**src/rtl/uart_pkg.sv**
```systemverilog
// Shared UART timing and state definitions used by both the transmitter and the receiver.
// Deriving the bit period in one place keeps both ends on the same baud timing.
package uart_pkg;

    localparam int unsigned SYSCLK_DEF = 125_000_000;
    localparam int unsigned BAUD_DEF   = 115_200;

    // Clocks per bit, integer-truncated.
    function automatic int unsigned bit_delay(input int unsigned sysclk, input int unsigned baud);
        return sysclk / baud;
    endfunction

    // Clocks from start-edge detect to the middle of the start bit.
    function automatic int unsigned half_delay(input int unsigned sysclk, input int unsigned baud);
        return (sysclk / baud) / 2;
    endfunction

    typedef enum logic [3:0] {
        ST_IDLE  = 4'b0001,
        ST_START = 4'b0010,
        ST_RECV  = 4'b0100,
        ST_STOP  = 4'b1000
    } uart_state_e;

endpackage

```
**src/rtl/sync_2ff.sv**
```systemverilog
// Two-flop synchroniser for a single asynchronous input entering the clk domain.
module sync_2ff #(
    parameter logic RST_VAL = 1'b1
) (
    input  logic clk_i,
    input  logic rst_i,
    input  logic d_i,
    output logic q_o
);

    logic meta_q;
    logic sync_q;

    always_ff @(posedge clk_i or posedge rst_i) begin
        if (rst_i) begin
            meta_q <= RST_VAL;
            sync_q <= RST_VAL;
        end else begin
            meta_q <= d_i;
            sync_q <= meta_q;
        end
    end

    assign q_o = sync_q;

endmodule

```
**src/rtl/uart_rx.sv**
```systemverilog
// UART receiver, 8N1, LSB first: synchronises rx, samples each bit at its midpoint and
// reports each frame with a one-cycle done (good stop bit) or frame_err (stop bit low) strobe.
// Handshake: done/frame_err are single-cycle pulses with no backpressure; data is valid
// in the cycle done is high and is held until the next good frame.
module uart_rx
    import uart_pkg::*;
#(
    parameter int unsigned SYSCLK = SYSCLK_DEF,
    parameter int unsigned BAUD   = BAUD_DEF
) (
    input  logic        clk,
    input  logic        rst,
    input  logic        rx,
    output logic [7:0]  data,
    output logic        done,
    output logic        frame_err,
    output logic        busy,
    output uart_state_e state_dbg
);

    localparam int unsigned DELAY = bit_delay(SYSCLK, BAUD);
    localparam int unsigned HALF  = half_delay(SYSCLK, BAUD);
    localparam logic [31:0] DELAY_LAST = 32'(DELAY - 1);
    localparam logic [31:0] HALF_LAST  = 32'(HALF - 1);

    logic        rx_s;
    logic        rx_dly_q;
    uart_state_e state_q, state_d;
    logic [31:0] cnt_q, cnt_d;
    logic [2:0]  bit_q, bit_d;
    logic [7:0]  shift_q, shift_d;
    logic [7:0]  data_q, data_d;
    logic        done_q, done_d;
    logic        ferr_q, ferr_d;

    sync_2ff #(.RST_VAL(1'b1)) u_sync (
        .clk_i (clk),
        .rst_i (rst),
        .d_i   (rx),
        .q_o   (rx_s)
    );

    always_ff @(posedge clk or posedge rst) begin
        if (rst) begin
            rx_dly_q <= 1'b1;
            state_q  <= ST_IDLE;
            cnt_q    <= '0;
            bit_q    <= '0;
            shift_q  <= '0;
            data_q   <= '0;
            done_q   <= 1'b0;
            ferr_q   <= 1'b0;
        end else begin
            rx_dly_q <= rx_s;
            state_q  <= state_d;
            cnt_q    <= cnt_d;
            bit_q    <= bit_d;
            shift_q  <= shift_d;
            data_q   <= data_d;
            done_q   <= done_d;
            ferr_q   <= ferr_d;
        end
    end

    always_comb begin
        state_d = state_q;
        cnt_d   = cnt_q + 32'd1;
        bit_d   = bit_q;
        shift_d = shift_q;
        data_d  = data_q;
        done_d  = 1'b0;
        ferr_d  = 1'b0;
        case (state_q)
            ST_IDLE: begin
                cnt_d = '0;
                if (rx_dly_q && !rx_s) begin
                    state_d = ST_START;
                end
            end
            ST_START: begin
                if (cnt_q == HALF_LAST) begin
                    cnt_d   = '0;
                    bit_d   = '0;
                    // A line back high at mid-start is a glitch, not a frame.
                    state_d = rx_s ? ST_IDLE : ST_RECV;
                end
            end
            ST_RECV: begin
                if (cnt_q == DELAY_LAST) begin
                    cnt_d          = '0;
                    shift_d[bit_q] = rx_s;
                    bit_d          = bit_q + 3'd1;
                    if (bit_q == 3'd7) begin
                        state_d = ST_STOP;
                    end
                end
            end
            ST_STOP: begin
                if (cnt_q == DELAY_LAST) begin
                    // Leaving at mid-stop leaves half a bit to catch a back-to-back start.
                    cnt_d   = '0;
                    state_d = ST_IDLE;
                    if (rx_s) begin
                        data_d = shift_q;
                        done_d = 1'b1;
                    end else begin
                        ferr_d = 1'b1;
                    end
                end
            end
            default: begin
                state_d = ST_IDLE;
                cnt_d   = '0;
            end
        endcase
    end

    assign data      = data_q;
    assign done      = done_q;
    assign frame_err = ferr_q;
    assign busy      = (state_q != ST_IDLE);
    assign state_dbg = state_q;

endmodule

```
**config.mk**
```make
export PLATFORM = sky130hd
export DESIGN_NAME = uart_rx
export DESIGN_NICKNAME = d
export VERILOG_FILES = /design/src/rtl/uart_pkg.sv /design/src/rtl/sync_2ff.sv /design/src/rtl/uart_rx.sv
export SDC_FILE = /design/constraint.sdc
export NUM_CORES = 1
export LEC_CHECK = 0
export ABC_CLOCK_PERIOD_IN_PS = 2800
export CORE_MARGIN = 4
export CORE_UTILIZATION = 39
export CTS_CLUSTER_SIZE = 20
export DETAILED_ROUTE_END_ITERATION = 10
export PLACE_DENSITY = 0.65
export RECOVER_POWER = 25
export SYNTH_ARGS = -nofsm -noshare
export SYNTH_HDL_FRONTEND = slang
export SYNTH_SLANG_ARGS = --single-unit
```
**constraint.sdc**
```tcl
create_clock -name clk -period 2.8 [get_ports clk]
set_input_delay 0.7 -clock clk [delete_from_list [all_inputs] [get_ports clk]]
set_output_delay 0.7 -clock clk [all_outputs]
set_load 0.05 [all_outputs]
```
# == Word-level counts from Yosys, hierarchy flattened ==
# Index checks and enable logic that the tools add are counted.
# word_totals
in_bits,3
register_bits,60
word_cells,58
# classes
magnitude_cmp,2
n_addsub,2
n_mux,22
reduce_logical,9
n_eq_ne,13
# op_table
cell,count
two-way mux 32 bit,2
one-hot mux 32 bit (2 select lines),1
"adder 32 x 1 -> 32 bit, second input constant",1
"equality test 32 x 10 -> 1 bit, second input constant",1
"equality test 32 x 11 -> 1 bit, second input constant",1
two-way mux 4 bit,5
one-hot mux 4 bit (4 select lines),1
"!= test 2 bit, second input constant",5
two-way mux 3 bit,3
bitwise mux 8 bit,1
two-way mux 1 bit,7
one-hot mux 3 bit (2 select lines),1
AND reduction 3 bit,2
AND reduction 5 bit,1
"equality test 4 x 1 -> 1 bit, second input constant",1
"equality test 4 x 2 -> 1 bit, second input constant",1
"equality test 4 x 3 -> 1 bit, second input constant",1
"equality test 4 bit, second input constant",1
"less-than comparator 3 x 4 -> 1 bit, second input constant",1
"!= test 4 x 1 -> 1 bit, second input constant",1
"adder 3 x 1 -> 3 bit, second input constant",1
demux 1 bit (select 3 bit),1
"equality test 3 bit, second input constant",1
">= comparator 3 x 1 -> 1 bit, second input constant",1
5 further kinds,6

# == Depth between registers and ports, before layout ==
# depth
depth_word,5
mapped_depth,8
ltp_nobuf,7

# == Hierarchy ==
# Synthesis repeated with hierarchy kept, for this count alone.
# unflattened
hier_cells,265
area_unflattened_um2,2875.3
# by_module_without_submodules
module,area_per_inst_um2,cells_each,n_inst,seq_area_each_um2
uart_rx,2819.0,262,1,1453.9
sync_2ff,56.3,3,1,52.6

# == Worst setup path before layout ==
# No wires, ideal clock.
# synth_timing
kind,register to register
start,register state_q[3] (netlist: state_dbg[3])
end,register data_q[0] (netlist: data[0])
path_stages_with_launch,5
n_path_buf,0
t_arrival_ns,2.057
path_slack_ns,0.618
path_cell_list,dfrtp_1 -> nor4b_1 -> nand2_1 -> nor4_4 -> mux2_2
# synth_via
elab_chain_cells,2
# synth_rtl
element,line,text
"start, declared",uart_rx.sv:28,"uart_state_e state_q, state_d;"
"start signal, assigned",uart_rx.sv:55,state_q <= state_d;
equality test 4 bit,uart_rx.sv:73,case (state_q)
AND reduction 3 bit (no source line),-,
"end signal, assigned",uart_rx.sv:59,data_q <= data_d;
"end, declared",uart_rx.sv:32,"logic [7:0] data_q, data_d;"
# No other way between the ends.
# A chain may end at the register's enable or synchronous reset.

# == Worst setup path in the final report ==
# layout_timing
start,register state_q[1] (netlist: state_dbg[1])
end,output port busy
# layout_via
elab_chain_cells,1
# layout_rtl
element,line,text
!= test 4 x 1 -> 1 bit,uart_rx.sv:121,assign busy = (state_q != ST_IDLE);
"end, declared",uart_rx.sv:17,"output logic busy,"
# No other way between the ends.

==> out/results.ini <==
[setup_path]
worst_ep_required_time_ns = 2.10
arrival_ns = 1.78
critPathKind = register to primary output
start_kind = register
worstSetupEndpointType = primary output
path_max_fanout = 6

[power_and_ir_drop]
power_density_mw_per_mm2 = 540
p_total_mw = 1.84
p_leak_nw = 1.35
peakVddDrop_mv = 0.182

[synthesis]
mappedNetlistArea_sq_mm = 0.00291
syn_nets = 274
avgSynthCellArea_sq_um = 10.9
synth_top_cell_by_area = dfrtp_1
ys_ff_latch = 60
netlist_instances = 266
yosys.cell_types.count = 41
synth_warnings = 0
async_reset_ff_share_pct = 100
synth_area_leaders = dfrtp_1, xnor2_1, mux2_2
yosysSeqAreaShare_pct = 51.8
synth-edff-count = 0
synth_ff_type = dfrtp_1
synth_top_area_share_pct = 48.2

[cells_and_area]
final_cell_mix = dfrtp_1, nor2_1, xnor2_1
layout-drive-gt1-share_pct = 14.1
final_core_util_pct = 46.9
nets = 300
n_fill_cell = 687
layout_commonest_cell = dfrtp_1
areaGrowthSynthToFinish_pct = 16.9
diodes = 0
design_area_sq_mm = 0.00340

[die]
num_rows = 31
start_util_pct = 40.1
die_w_microns = 94.4
die_y_microns = 94.4
core_area_sq_mm = 0.00725
dieArea_sq_mm = 0.00890
ios = 18

[sta]
max_freq_mhz = 404
hold_viol = 0
final.setup.tns_ns = 0
finalCritPeriodShare_pct = 88.4
post-route-min-period_ns = 2.48
fin_worst_skew_ns = 0.00977
setup_viol_count_final = 0
slew_viol_final = 0
max_slew_margin_pct = 5.12
worst_pin_slew_ns = 1.42
rsz0062_at_grt = false

[clocking]
ctsResizeCount = 0
htreeDepth = 3
post_cts_buffers = 0
cts.hold.buffers_added = 0
cts_tree = built
cts-root-buf = clkbuf_8
clk_pin_slew_ns = 0.07
clk_path_buf_depth = 2
cts_buffers = 9
cts_num_sinks = 60
clk_latency_ns = 0.33

[placed_design]
port_buffers = 17
place_area_sq_mm = 0.00320
gp_congestion = 0.780
hpwl_microns = 3370

[global_routing]
overflow = 0
grt_pass1_vias = 1932
grt_pass1_wl_microns = 9240
grtUsageTotal_pct = 13.3
antenna_found_initial = 0
grt_max_degree = 61

[detailed_routing]
drt_pass1_iterations = 4
vias = 2026
drt_iter0_markers = 85
drt-total-wl_microns = 5230
drc = 0
ant_nets = 0
via_per_inst = 5.12
drt-wirelength-per-cell_microns = 13.2

[flow_run]
cap_violations = 0

[min_path]
holdCritPathClass = register to register

[outcome]
run_status = completed

layer usage:
layer | up-vias | global-route usage, % | wire length [microns]
li1 | 985 | - | -
met1 | 996 | 17.8 | 2510
met2 | 35 | 19.6 | 2370
met3 | 10 | 4.22 | 259
met4 | 0 | 6.26 | 91
met5 | - | 0 | 0
critical path, cell delays in order, from the launching register on:
cell             delay [ns]
dfrtp_1                0.43
nor2_1                 0.09
nand3b_1               0.11
clkdlybuf4s50_1        0.81
final timing paths:
path / depth (start not counted) / slack [ns] / end / startpoint
max in group asynchronous: 3 / 0.65 / cnt_q[30] / rst
min: 0 / 0.36 / u_sync.q_o / u_sync.meta_q
max: 3 / 0.32 / busy / state_dbg[1]
min in group asynchronous: 3 / 1.29 / data[1] / rst
max reg2reg: 6 / 0.42 / cnt_q[11] / cnt_q[26]
min reg2reg: 0 / 0.36 / u_sync.q_o / u_sync.meta_q
state kept, by name (all words and copies together) (netlist names):
register,cells
bit_q,3
cnt_q,32
data,8
done,1
frame_err,1
rx_dly_q,1
shift_q,8
state_dbg,4
u_sync.meta_q,1
u_sync.q_o,1
cell families (layout without fill, tap and decap cells):
logic type / after synthesis / after routing / synth area share [%]
AO/OA/AOI/OAI: 12 / 12 / 3.18
XOR/XNOR: 31 / 31 / 9.33
adder cells (fa/ha/maj): 5 / 5 / 2.15
buffers and inverters: 16 / 47 / 3.05
flip-flops: 60 / 60 / 51.8
multiplexers: 17 / 17 / 6.58
AND/OR/NAND/NOR: 125 / 125 / 23.9
metrics by stage:
step	instances	hold WS [ns]	worst slack, ns
4_1_cts	396	0.361	0.296
5_1_grt	396	0.375	0.197
2_1_floorplan	266	0.345	0.618
3_3_place_gp	380	0.348	0.475
6_report	396	0.364	0.324
3_5_place_dp	380	0.350	0.431
area by class of cell:
class	count	area [sq um]	area share, %
flip-flops and latches	60	1510	44.3
multi-input cells	190	1310	38.6
repair buffers	22	205	6.03
clock buffers	12	145	4.27
well taps	99	124	3.64
clock inverters	4	72.6	2.13
inverters	9	33.8	0.993
power breakdown:
part | internal (mW) | switching [mW]
Clock | 0.525 | 0.328
Combinational | 0.0263 | 0.0667
Sequential | 0.878 | 0.0126
synthesized netlist by cell type (all sizes together) (2+ instances only):
master   n
a21oi    3
a22o     2
and3     3
and4     4
buf      6
dfrtp   56
dfstp    4
ha       5
inv      9
mux2    17
nand2   12
nand2b   3
nand3   12
nand3b   3
nand4    7
nand4b   5
nor2    40
nor2b    3
nor3    12
nor4    13
nor4b    2
nor4bb   2
o21ai    2
o31ai    2
xnor2   24
xor2     7
(Power assumes the default switching activity.)
